==> src/rtl/mips_mc_pkg.sv <==
// mips_mc_pkg: opcode/funct encodings, FSM state enum and ALU control
// shared by the mips_mc core and its controller.
package mips_mc_pkg;

  localparam logic [5:0] OP_RTYPE = 6'b000000;
  localparam logic [5:0] OP_J     = 6'b000010;
  localparam logic [5:0] OP_BEQ   = 6'b000100;
  localparam logic [5:0] OP_BNE   = 6'b000101;
  localparam logic [5:0] OP_ADDI  = 6'b001000;
  localparam logic [5:0] OP_ORI   = 6'b001101;
  localparam logic [5:0] OP_LW    = 6'b100011;
  localparam logic [5:0] OP_SW    = 6'b101011;

  localparam logic [5:0] FN_ADD = 6'b100000;
  localparam logic [5:0] FN_SUB = 6'b100010;
  localparam logic [5:0] FN_AND = 6'b100100;
  localparam logic [5:0] FN_OR  = 6'b100101;
  localparam logic [5:0] FN_SLT = 6'b101010;

  typedef enum logic [3:0] {
    FETCH, DECODE, MEMADR, MEMRD, MEMWB, MEMWR, EXEC,
    ALUWB, BRANCH, IMMEX, IMMWB, JUMP, HALT
  } state_t;

  typedef enum logic [2:0] {ALU_ADD, ALU_SUB, ALU_AND, ALU_OR, ALU_SLT} alu_op_t;

  // An R-type funct outside this set stops the core.
  function automatic logic functKnown(input logic [5:0] funct);
    return funct inside {FN_ADD, FN_SUB, FN_AND, FN_OR, FN_SLT};
  endfunction

  function automatic alu_op_t functToAluOp(input logic [5:0] funct);
    case (funct)
      FN_SUB:  return ALU_SUB;
      FN_AND:  return ALU_AND;
      FN_OR:   return ALU_OR;
      FN_SLT:  return ALU_SLT;
      default: return ALU_ADD;
    endcase
  endfunction

endpackage

==> src/rtl/mips_mc_ctrl.sv <==
// mips_mc_ctrl: multicycle FSM and control decode for mips_mc.
// Optional feature: define MIPS_MC_BNE_EN to decode bne through BRANCH;
// without it bne is an illegal opcode and halts the core.
module mips_mc_ctrl
  import mips_mc_pkg::*;
(
  input  logic       clk,
  input  logic       reset,
  input  logic [5:0] i_opcode,
  input  logic [5:0] i_funct,
  input  logic       i_memAck,
  input  logic       i_regsEqual,
  output logic       o_memReq,
  output logic       o_memWe,
  output logic       o_addrFromAlu,
  output logic       o_fetchDone,
  output logic       o_decodeLatch,
  output logic       o_aluLatch,
  output logic       o_aluSrcImm,
  output logic       o_immZeroExt,
  output logic [2:0] o_aluOp,
  output logic       o_mdrWrite,
  output logic       o_regWrite,
  output logic       o_regDstRd,
  output logic       o_wbFromMem,
  output logic       o_pcBranch,
  output logic       o_pcJump,
  output logic       o_halted
);

  state_t r_state;
  state_t w_stateNext;

  // State register; reset always restarts at FETCH, abandoning any access.
  always_ff @(posedge clk) begin
    if (reset) r_state <= FETCH;
    else       r_state <= w_stateNext;
  end

  // Next-state selection and per-state control strobes.
  always_comb begin
    w_stateNext   = r_state;
    o_memReq      = 1'b0;
    o_memWe       = 1'b0;
    o_addrFromAlu = 1'b0;
    o_fetchDone   = 1'b0;
    o_decodeLatch = 1'b0;
    o_aluLatch    = 1'b0;
    o_aluSrcImm   = 1'b0;
    o_immZeroExt  = 1'b0;
    o_aluOp       = ALU_ADD;
    o_mdrWrite    = 1'b0;
    o_regWrite    = 1'b0;
    o_regDstRd    = 1'b0;
    o_wbFromMem   = 1'b0;
    o_pcBranch    = 1'b0;
    o_pcJump      = 1'b0;
    o_halted      = 1'b0;
    case (r_state)
      FETCH: begin
        o_memReq = 1'b1;
        if (i_memAck) begin
          o_fetchDone = 1'b1;
          w_stateNext = DECODE;
        end
      end
      DECODE: begin
        o_decodeLatch = 1'b1;
        case (i_opcode)
          OP_RTYPE:        w_stateNext = functKnown(i_funct) ? EXEC : HALT;
          OP_LW, OP_SW:    w_stateNext = MEMADR;
          OP_BEQ:          w_stateNext = BRANCH;
`ifdef MIPS_MC_BNE_EN
          OP_BNE:          w_stateNext = BRANCH;
`else
          OP_BNE:          w_stateNext = HALT;
`endif
          OP_ADDI, OP_ORI: w_stateNext = IMMEX;
          OP_J:            w_stateNext = JUMP;
          default:         w_stateNext = HALT;
        endcase
      end
      MEMADR: begin
        o_aluLatch  = 1'b1;
        o_aluSrcImm = 1'b1;
        w_stateNext = (i_opcode == OP_LW) ? MEMRD : MEMWR;
      end
      MEMRD: begin
        o_memReq      = 1'b1;
        o_addrFromAlu = 1'b1;
        if (i_memAck) begin
          o_mdrWrite  = 1'b1;
          w_stateNext = MEMWB;
        end
      end
      MEMWB: begin
        o_regWrite  = 1'b1;
        o_wbFromMem = 1'b1;
        w_stateNext = FETCH;
      end
      MEMWR: begin
        o_memReq      = 1'b1;
        o_memWe       = 1'b1;
        o_addrFromAlu = 1'b1;
        if (i_memAck) w_stateNext = FETCH;
      end
      EXEC: begin
        o_aluLatch  = 1'b1;
        o_aluOp     = functToAluOp(i_funct);
        w_stateNext = ALUWB;
      end
      ALUWB: begin
        o_regWrite  = 1'b1;
        o_regDstRd  = 1'b1;
        w_stateNext = FETCH;
      end
      BRANCH: begin
`ifdef MIPS_MC_BNE_EN
        o_pcBranch = (i_opcode == OP_BNE) ? !i_regsEqual : i_regsEqual;
`else
        o_pcBranch = i_regsEqual;
`endif
        w_stateNext = FETCH;
      end
      IMMEX: begin
        o_aluLatch  = 1'b1;
        o_aluSrcImm = 1'b1;
        if (i_opcode == OP_ORI) begin
          o_immZeroExt = 1'b1;
          o_aluOp      = ALU_OR;
        end
        w_stateNext = IMMWB;
      end
      IMMWB: begin
        o_regWrite  = 1'b1;
        w_stateNext = FETCH;
      end
      JUMP: begin
        o_pcJump    = 1'b1;
        w_stateNext = FETCH;
      end
      HALT:    o_halted = 1'b1;
      default: w_stateNext = HALT;
    endcase
  end

endmodule

==> src/rtl/mips_mc.sv <==
// mips_mc: multicycle MIPS subset core with one shared memory port.
// Datapath, register file and ALU live here; sequencing is in mips_mc_ctrl.
// Optional feature: define MIPS_MC_BNE_EN to add the bne instruction.
module mips_mc
  import mips_mc_pkg::*;
#(
  parameter logic [31:0] RESET_PC = 32'h0000_0000,
  parameter int          NREGS    = 32
) (
  input  logic        clk,
  input  logic        reset,
  output logic        mem_req,
  output logic        mem_we,
  output logic [31:0] mem_addr,
  output logic [31:0] mem_wdata,
  input  logic [31:0] mem_rdata,
  input  logic        mem_ack,
  output logic [31:0] pc,
  output logic        halted
);

  localparam int RW = $clog2(NREGS);

  logic [31:0] r_pc, r_instr, r_a, r_b, r_target, r_aluOut, r_mdr;
  logic [31:0] r_regs [NREGS];

  logic w_memReq, w_memWe, w_addrFromAlu, w_fetchDone, w_decodeLatch;
  logic w_aluLatch, w_aluSrcImm, w_immZeroExt, w_mdrWrite, w_regWrite;
  logic w_regDstRd, w_wbFromMem, w_pcBranch, w_pcJump, w_halted, w_regsEqual;
  logic [2:0]    w_aluOp;
  logic [RW-1:0] w_rsIdx, w_rtIdx, w_rdIdx, w_wbIdx;
  logic [31:0]   w_rsVal, w_rtVal, w_immSext, w_immZext, w_aluB, w_aluResult, w_wbData;

  mips_mc_ctrl u_ctrl (
    .clk           (clk),
    .reset         (reset),
    .i_opcode      (r_instr[31:26]),
    .i_funct       (r_instr[5:0]),
    .i_memAck      (mem_ack),
    .i_regsEqual   (w_regsEqual),
    .o_memReq      (w_memReq),
    .o_memWe       (w_memWe),
    .o_addrFromAlu (w_addrFromAlu),
    .o_fetchDone   (w_fetchDone),
    .o_decodeLatch (w_decodeLatch),
    .o_aluLatch    (w_aluLatch),
    .o_aluSrcImm   (w_aluSrcImm),
    .o_immZeroExt  (w_immZeroExt),
    .o_aluOp       (w_aluOp),
    .o_mdrWrite    (w_mdrWrite),
    .o_regWrite    (w_regWrite),
    .o_regDstRd    (w_regDstRd),
    .o_wbFromMem   (w_wbFromMem),
    .o_pcBranch    (w_pcBranch),
    .o_pcJump      (w_pcJump),
    .o_halted      (w_halted)
  );

  assign w_rsIdx     = r_instr[21 +: RW];
  assign w_rtIdx     = r_instr[16 +: RW];
  assign w_rdIdx     = r_instr[11 +: RW];
  assign w_rsVal     = (w_rsIdx == '0) ? '0 : r_regs[w_rsIdx];
  assign w_rtVal     = (w_rtIdx == '0) ? '0 : r_regs[w_rtIdx];
  assign w_immSext   = {{16{r_instr[15]}}, r_instr[15:0]};
  assign w_immZext   = {16'h0000, r_instr[15:0]};
  assign w_regsEqual = (r_a == r_b);
  assign w_wbIdx     = w_regDstRd ? w_rdIdx : w_rtIdx;
  assign w_wbData    = w_wbFromMem ? r_mdr : r_aluOut;

  // Outputs that must drop immediately while reset is held are gated here.
  assign mem_req   = w_memReq & ~reset;
  assign mem_we    = w_memWe & ~reset;
  assign halted    = w_halted & ~reset;
  assign mem_addr  = w_addrFromAlu ? r_aluOut : r_pc;
  assign mem_wdata = r_b;
  assign pc        = r_pc;

  // ALU: second operand is rt or the extended immediate; slt compares signed.
  always_comb begin
    w_aluB      = w_aluSrcImm ? (w_immZeroExt ? w_immZext : w_immSext) : r_b;
    w_aluResult = '0;
    case (alu_op_t'(w_aluOp))
      ALU_ADD: w_aluResult = r_a + w_aluB;
      ALU_SUB: w_aluResult = r_a - w_aluB;
      ALU_AND: w_aluResult = r_a & w_aluB;
      ALU_OR:  w_aluResult = r_a | w_aluB;
      ALU_SLT: w_aluResult = {31'b0, $signed(r_a) < $signed(w_aluB)};
      default: w_aluResult = '0;
    endcase
  end

  // Datapath registers: PC, instruction, operands, branch target, ALU and load data.
  always_ff @(posedge clk) begin
    if (reset) begin
      r_pc     <= RESET_PC;
      r_instr  <= '0;
      r_a      <= '0;
      r_b      <= '0;
      r_target <= '0;
      r_aluOut <= '0;
      r_mdr    <= '0;
    end else begin
      if (w_fetchDone) begin
        r_instr <= mem_rdata;
        r_pc    <= r_pc + 32'd4;
      end else if (w_pcBranch) begin
        r_pc <= r_target;
      end else if (w_pcJump) begin
        r_pc <= {r_pc[31:28], r_instr[25:0], 2'b00};
      end
      if (w_decodeLatch) begin
        r_a      <= w_rsVal;
        r_b      <= w_rtVal;
        r_target <= r_pc + {w_immSext[29:0], 2'b00};
      end
      if (w_aluLatch) r_aluOut <= w_aluResult;
      if (w_mdrWrite) r_mdr <= mem_rdata;
    end
  end

  // Register file; writes to register 0 are dropped so it always reads zero.
  always_ff @(posedge clk) begin
    if (reset) begin
      for (int i = 0; i < NREGS; i++) r_regs[i] <= '0;
    end else if (w_regWrite && (w_wbIdx != '0)) begin
      r_regs[w_wbIdx] <= w_wbData;
    end
  end

endmodule

==> config.mk <==
export PLATFORM = sky130hd
export DESIGN_NAME = mips_mc
export DESIGN_NICKNAME = d
export VERILOG_FILES = /design/src/rtl/mips_mc_pkg.sv /design/src/rtl/mips_mc_ctrl.sv /design/src/rtl/mips_mc.sv
export SDC_FILE = /design/constraint.sdc
export NUM_CORES = 2
export LEC_CHECK = 0
export ABC_AREA = 1
export BUFFER_PORTS_ARGS = -buffer_cell sky130_fd_sc_hd__buf_4
export CAP_MARGIN = 20
export CORE_MARGIN = 2
export CORE_UTILIZATION = 30
export CTS_CLUSTER_DIAMETER = 60
export DETAILED_ROUTE_END_ITERATION = 7
export PLACE_DENSITY = 0.4
export SLEW_MARGIN = 20
export SYNTH_ARGS = -nofsm -noshare
export SYNTH_HDL_FRONTEND = slang
export SYNTH_SLANG_ARGS = --single-unit
export TNS_END_PERCENT = 30
==> constraint.sdc <==
create_clock -name clk -period 5.2 [get_ports clk]
set_input_delay 0.78 -clock clk [delete_from_list [all_inputs] [get_ports clk]]
set_output_delay 0.78 -clock clk [all_outputs]
set_load 0.03 [all_outputs]
**Word level (Yosys, flattened, before mapping)**

Memories as Yosys holds them, arrays and structs flattened. A register that Yosys moved wholly into a read port is not among the register bits.
Index checks and enable logic that the tools add are counted.

- $mul: 0
- Magnitude comparators: 1
- Bitwise gates (word level): 7
- Muxes and demuxes: 50
- Eq/ne operators: 31
- Add/subtract/negate cells: 4
- Reductions and logical operators: 20
- Div/mod/pow operators: 0
- Shift-type cells: 0

Operators with widths:

| kind | number |
|---|---|
| 32-bit 2-to-1 mux | 9 |
| 32-bit one-hot mux with 5 select lines | 1 |
| 32-bit adder | 2 |
| 6-bit equality test, second input constant | 7 |
| 4-bit one-hot mux with 9 select lines | 1 |
| 32-bit by 3-bit adder with 32-bit output, second input constant | 1 |
| 32-bit AND | 1 |
| 32-bit equality test | 1 |
| 32-bit < comparator | 1 |
| 32-bit bitwise OR | 1 |
| 32-bit OR reduction | 1 |
| 32-bit subtractor | 1 |
| 5-bit 2-to-1 mux | 6 |
| 28-bit 2-to-1 mux | 1 |
| 1-bit 2-to-1 mux | 23 |
| 4-bit equality test, second input constant | 5 |
| 4-bit one-hot mux with 5 select lines | 1 |
| 4-bit by 3-bit equality test with 1-bit output, second input constant | 4 |
| 4-bit 2-to-1 mux | 4 |
| 6-bit by 4-bit equality test with 1-bit output, second input constant | 2 |
| 3-bit one-hot mux with 4 select lines | 1 |
| 5-bit zero test | 2 |
| 5-bit nonzero test | 2 |
| 3-bit OR reduction | 3 |
| 22 further kinds | 32 |

- Bits in read-only memories: 0
- Memories: 1
- Output and inout bits: 99
- Bits in writable memories: 1,024
- Bits in latches: 0
- Bits in registers: 228

Memories:

| name | depth | width | read ports | clocked after memory_dff | wr ports | RTL line | source |
|---|---|---|---|---|---|---|---|
| r_regs | 32 | 32 | 2 | 2 | 32 | mips_mc.sv:25 | `logic [31:0] r_regs [NREGS];` |

**Longest topological paths before layout**

- Depth in word-level cells: 10
- Gate-level depth with buffers: 25

**Modules after synthesis**

Synthesis repeated with hierarchy kept, for this count alone.

- Cell total of the unflattened synthesis: 8,415
- Area, all modules: 72,572.1 µm²

By module, submodules not included:

| module | area an instance (µm²) | times used | sequential area each (µm²) | cells each |
|---|---|---|---|---|
| mips_mc | 71,955.3 | 1 | 35,434.0 | 8,298 |
| mips_mc_ctrl | 616.8 | 1 | 80.1 | 117 |

**Worst setup path after synthesis**

Ideal clock, no wire load.

- Path kind: reg-to-reg
- From: reg u_ctrl.r_state[2]
- To: reg r_aluOut[24]
- Setup time: 0.132 ns
- Required time: 5.068 ns
- Arrival time: 3.078 ns
- Cell stages (with the launch flop): 23
- Path slack: 1.989 ns
- Cells stage by stage: dfxtp_1 -> inv_1 -> nand2_1 -> nor2_1 -> nor2_1 -> inv_1 -> clkbuf_1 -> o21ai_0 -> ha_1 -> inv_1 -> fa_1 -> inv_1 -> nand3_1 -> nand3_1 -> nand2_1 -> nand2_1 -> nand2_1 -> nand3_1 -> nand2_1 -> nand3_1 -> nand3_1 -> nand2_1 -> a21oi_1

- Longest elaborated chain between the ends: 6

Ends and longest elaborated chain:

| element | RTL line | source |
|---|---|---|
| start, declared | mips_mc_ctrl.sv:31 | `state_t r_state;` |
| start signal, assigned | mips_mc_ctrl.sv:37 | `else r_state <= w_stateNext;` |
| 4-bit by 2-bit equality test with 1-bit output or 4-bit equality test (tied branches) | mips_mc_ctrl.sv:59 | `case (r_state)` |
| 2-bit OR reduction (no source line) or 1-bit 2-to-1 mux (tied branches) | n/a |  |
| 1-bit 2-to-1 mux or 32-bit 2-to-1 mux (tied branches) | mips_mc_ctrl.sv:59, mips_mc.sv:80 |  |
| 32-bit 2-to-1 mux | mips_mc.sv:80 | `w_aluB = w_aluSrcImm ? (w_immZeroExt ? w_immZext : w_immSext) : r_b;` |
| 32-bit subtractor, or another cell as far along | mips_mc.sv:84 | `ALU_SUB: w_aluResult = r_a - w_aluB;` |
| 32-bit one-hot mux with 5 select lines | mips_mc.sv:82 | `case (alu_op_t'(w_aluOp))` |
| end signal, assigned | mips_mc.sv:116 | `if (w_aluLatch) r_aluOut <= w_aluResult;` |
| end, declared | mips_mc.sv:24 | `logic [31:0] r_pc, r_instr, r_a, r_b, r_target, r_aluOut, r_mdr;` |

Parallel ways exist; a longest one is shown, timed or not.
A chain may end at the register's enable or synchronous reset.

**Worst setup path after layout**

- From: reg u_ctrl.r_state[0]
- To: reg r_aluOut[25]

Same word-level chain as after synthesis.

==> metrics.md <==
| Metric | Value |
|---|---|
| Status | `completed` |
| Sequential share of the synthesized area | `0.488` |
| GP Congestion | `0.920` |
| Worst slew pin tran | `0.999 ns` |
| Synth Area in Simple Gates | `0.209` |
| Final Hold Viols | `0` |
| Synth Area in Compound Gates | `0.154` |
| Initial core utilization | `0.302` |
| CTS Hold Bufs | `0` |
| Skew-Pair Late Insertion Delay | `0.84 ns` |
| Post-Layout Cell Count | `about 12000` |
| Global-route wire length before repair | `501000 microns` |
| FF+latch count, synth | `1262` |
| Total Routing Usage GR | `0.285` |
| Filler Cells Inserted | `~25000` |
| WS Path Type | `reg2reg` |
| IO Pins | `134` |
| Worst-path maximum fanout | `9` |
| Sink Count | `1262` |
| Vias per cell | `around 5.7` |
| Number of synthesized flops with an enable pin | `1024` |
| Die Y-Extent | `497 microns` |
| Post-route cell area | `83300 sq um` |
| Placed Area | `78000 sq um` |
| Dpl hpwl | `between 200000 and 250000 microns` |
| Power per Cell Area | `575 nW/um^2` |
| Worst min path class | `in2reg` |
| Core Area | `241000 sq um` |
| Kind of end point of the critical path | `flop` |
| Final Setup Violations | `0` |
| Max-slew violation count | `0` |
| Number of global-route vias before repair | `between 60000 and 70000` |
| H-tree levels | `4` |
| CTS resizes | `0` |
| Die X | `497 microns` |
| Root Driver | `clkbuf_16` |
| Largest family of logic cells by synthesized area | `simple AND/OR/NAND/NOR gates` |
| CTS clk-pin slew, worst paths | `0.06 ns` |
| DRT iter0 DRCs | `7537` |
| Cells after Synth | `8629` |
| Mux cell area share after synthesis | `0.0528` |
| NumNets Final | `8628` |
| Tmin final | `4.51 ns` |
| Pre-CTS setup slack | `0.840 ns` |
| Worst setup SP type | `flop` |
| Multi-input combinational cell area | `33100 sq um` |
| Routed Antenna Nets | `0` |
| Setup TNS | `0 ns` |
| Post-CTS Setup Inserts | `0` |
| CTS tree | `done` |
| Worst Path Required | `5.96 ns` |
| DRC Markers | `0` |
| Initial antenna violation count | `20` |
| Vias | `66900` |
| Most used flip-flop cell after synthesis | `edfxtp_1` |
| P&R area growth vs syn | `14.4%` |
| Final wirelength | `361000 microns` |
| Mapped Area | `approximately 73000 sq um` |
| Synth unique cells | `42` |
| Register area | `around 36000 sq um` |
| Die area | `247000 sq um` |
| Buffers on Ports | `between 100 and 150` |
| Row cnt | `180` |
| Pleak | `a little under 30 nW` |
| Largest net degree at the start of global routing | `121` |
| Worst Path Arrival | `between 5 and 6 ns` |
| Yosys warning count | `0` |
| Total grt overflow | `0` |
| Most frequent cells in the layout | `nor2_1, nand2_1, edfxtp_1` |
| Worst rel slew slack | `0.332` |
| Clk_skew | `0.0280 ns` |
| Pre-antenna DRT Iters | `6` |
| Layout cells sized above 1 | `0.0839` |
| Achievable Freq | `222 MHz` |
| Clk buf depth | `3` |
| Post-synthesis average cell area | `about 8.4 sq um` |
| Max-cap check violation count | `0` |
| Ys async rst share | `0` |
| Inst Count DP | `around 11000` |
| Unrepaired setup endpoints after global routing | `no` |
| Avg WL per Cell | `30.7 microns` |
| Post-Synth Adder-Cell Area | `0.0230` |
| Fin util | `0.346` |
| Final setup margin | `0.686 ns` |
| CTS Buf Count | `between 150 and 200` |
| Xor and xnor fraction of the mapped netlist area | `0.00649` |
| Commonest non-fill, non-tap cell in the layout | `nor2_1` |
| Maximum VDD drop | `0.000339 V` |
| Period utilization | `0.868` |
## metal layers
metal / vias to the layer above / part of all wire / global-route usage
met4: 0 / 0.048 / 0.127
met1: 33200 / 0.44 / 0.394
met2: 3245 / 0.44 / 0.434
met5: - / 0 / 0
met3: 625 / 0.080 / 0.0520
li1: 29800 / - / -
## synth_stat cells, drive strengths merged, types with 8 or more instances
cell    instances  share of area
a21o            8        0.00082
a21oi         345          0.024
a32oi          64         0.0077
buf           154         0.0097
clkbuf        567          0.029
dfxtp         238          0.065
edfxtp       1024           0.42
ha            129          0.022
inv           550          0.028
mux2i         384          0.053
nand2        1178          0.061
nand3         647          0.045
nand4          54         0.0046
nor2         1814          0.093
nor3           42         0.0029
nor4           12         0.0012
o211ai         72         0.0074
o21ai         702          0.048
o21bai         71         0.0073
o221ai        449          0.054
o22ai          28         0.0024
xnor2          31         0.0037
xor2           23         0.0028
## worst paths after layout
| kind | cells past startpoint | slack, ns | start | end |
|---|---|---|---|---|
| worst min register to register | 2 | 0.45 | r_target[2] | r_target[2] |
| worst max-delay path | 22 | 0.69 | u_ctrl.r_state[0] | r_aluOut[25] |
| worst max register to register | 22 | 0.69 | u_ctrl.r_state[0] | r_aluOut[25] |
| worst min-delay path | 3 | 0.19 | mem_rdata[8] | r_instr[8] |
## cells by family after synthesis
| family | Yosys count |
|---|---|
| DFF | 1262 |
| and+or+nand+nor | 3763 |
| muxes | 384 |
| other | 1 |
| buffers and inverters | 1274 |
| adders and majority gates | 132 |
| xor gates and xnor gates | 54 |
| AOI/OAI and AO/OA | 1759 |
## registers in the layout, indices dropped and copies added (netlist names), named ones only
name and flops:
r_aluOut 32, mem_wdata 32, r_regs 1024, r_mdr 32, r_a 32, pc 32, r_instr 32, r_target 32
u_ctrl.r_state 4
## area by class of cell
class / instances / area share
inverters: 553 / 0.0254
clock buffers: 227 / 0.0559
clock inverters: 81 / 0.00808
well taps: 3185 / 0.0478
flip-flops and latches: 1262 / 0.427
repair buffers: 349 / 0.0389
diodes: 3 / 0.0000901
multi-input cells: 6124 / 0.397
## worst max-delay path, stage by stage (launching register included)
cell and delay, ns:
dfxtp_1 0.43, nand2_1 0.19, nor2_1 0.34, nor2_1 0.12, inv_1 0.09, nand2_1 0.08
nand2_1 0.42, inv_1 0.30, o21ai_0 0.24, ha_1 0.48, nand2_1 0.21, inv_1 0.09
nand2_1 0.11, inv_1 0.12, nand2_1 0.13, inv_1 0.05, a21oi_1 0.47, nand2_1 0.11
nand2_1 0.08, nand3_1 0.07, nand3_1 0.10, nand2_1 0.06, a21oi_1 0.15
## report_power, final
group          leakage, nW  switching (W)  internal [W]
Sequential            12.5        0.00137        0.0117
Clock                 2.58        0.00489       0.00655
Combinational         14.6         0.0173       0.00614
Total                 29.7         0.0236        0.0244
## through the flow
step | power [W] | hold slack, ns
after floorplan | 0.0260 | 0.424
after global placement | 0.0363 | 0.435
after detailed placement | 0.0362 | 0.443
after CTS | 0.0477 | 0.129
after global routing | 0.0501 | 0.170
final | 0.0479 | 0.189
(Power assumes the default switching activity.)
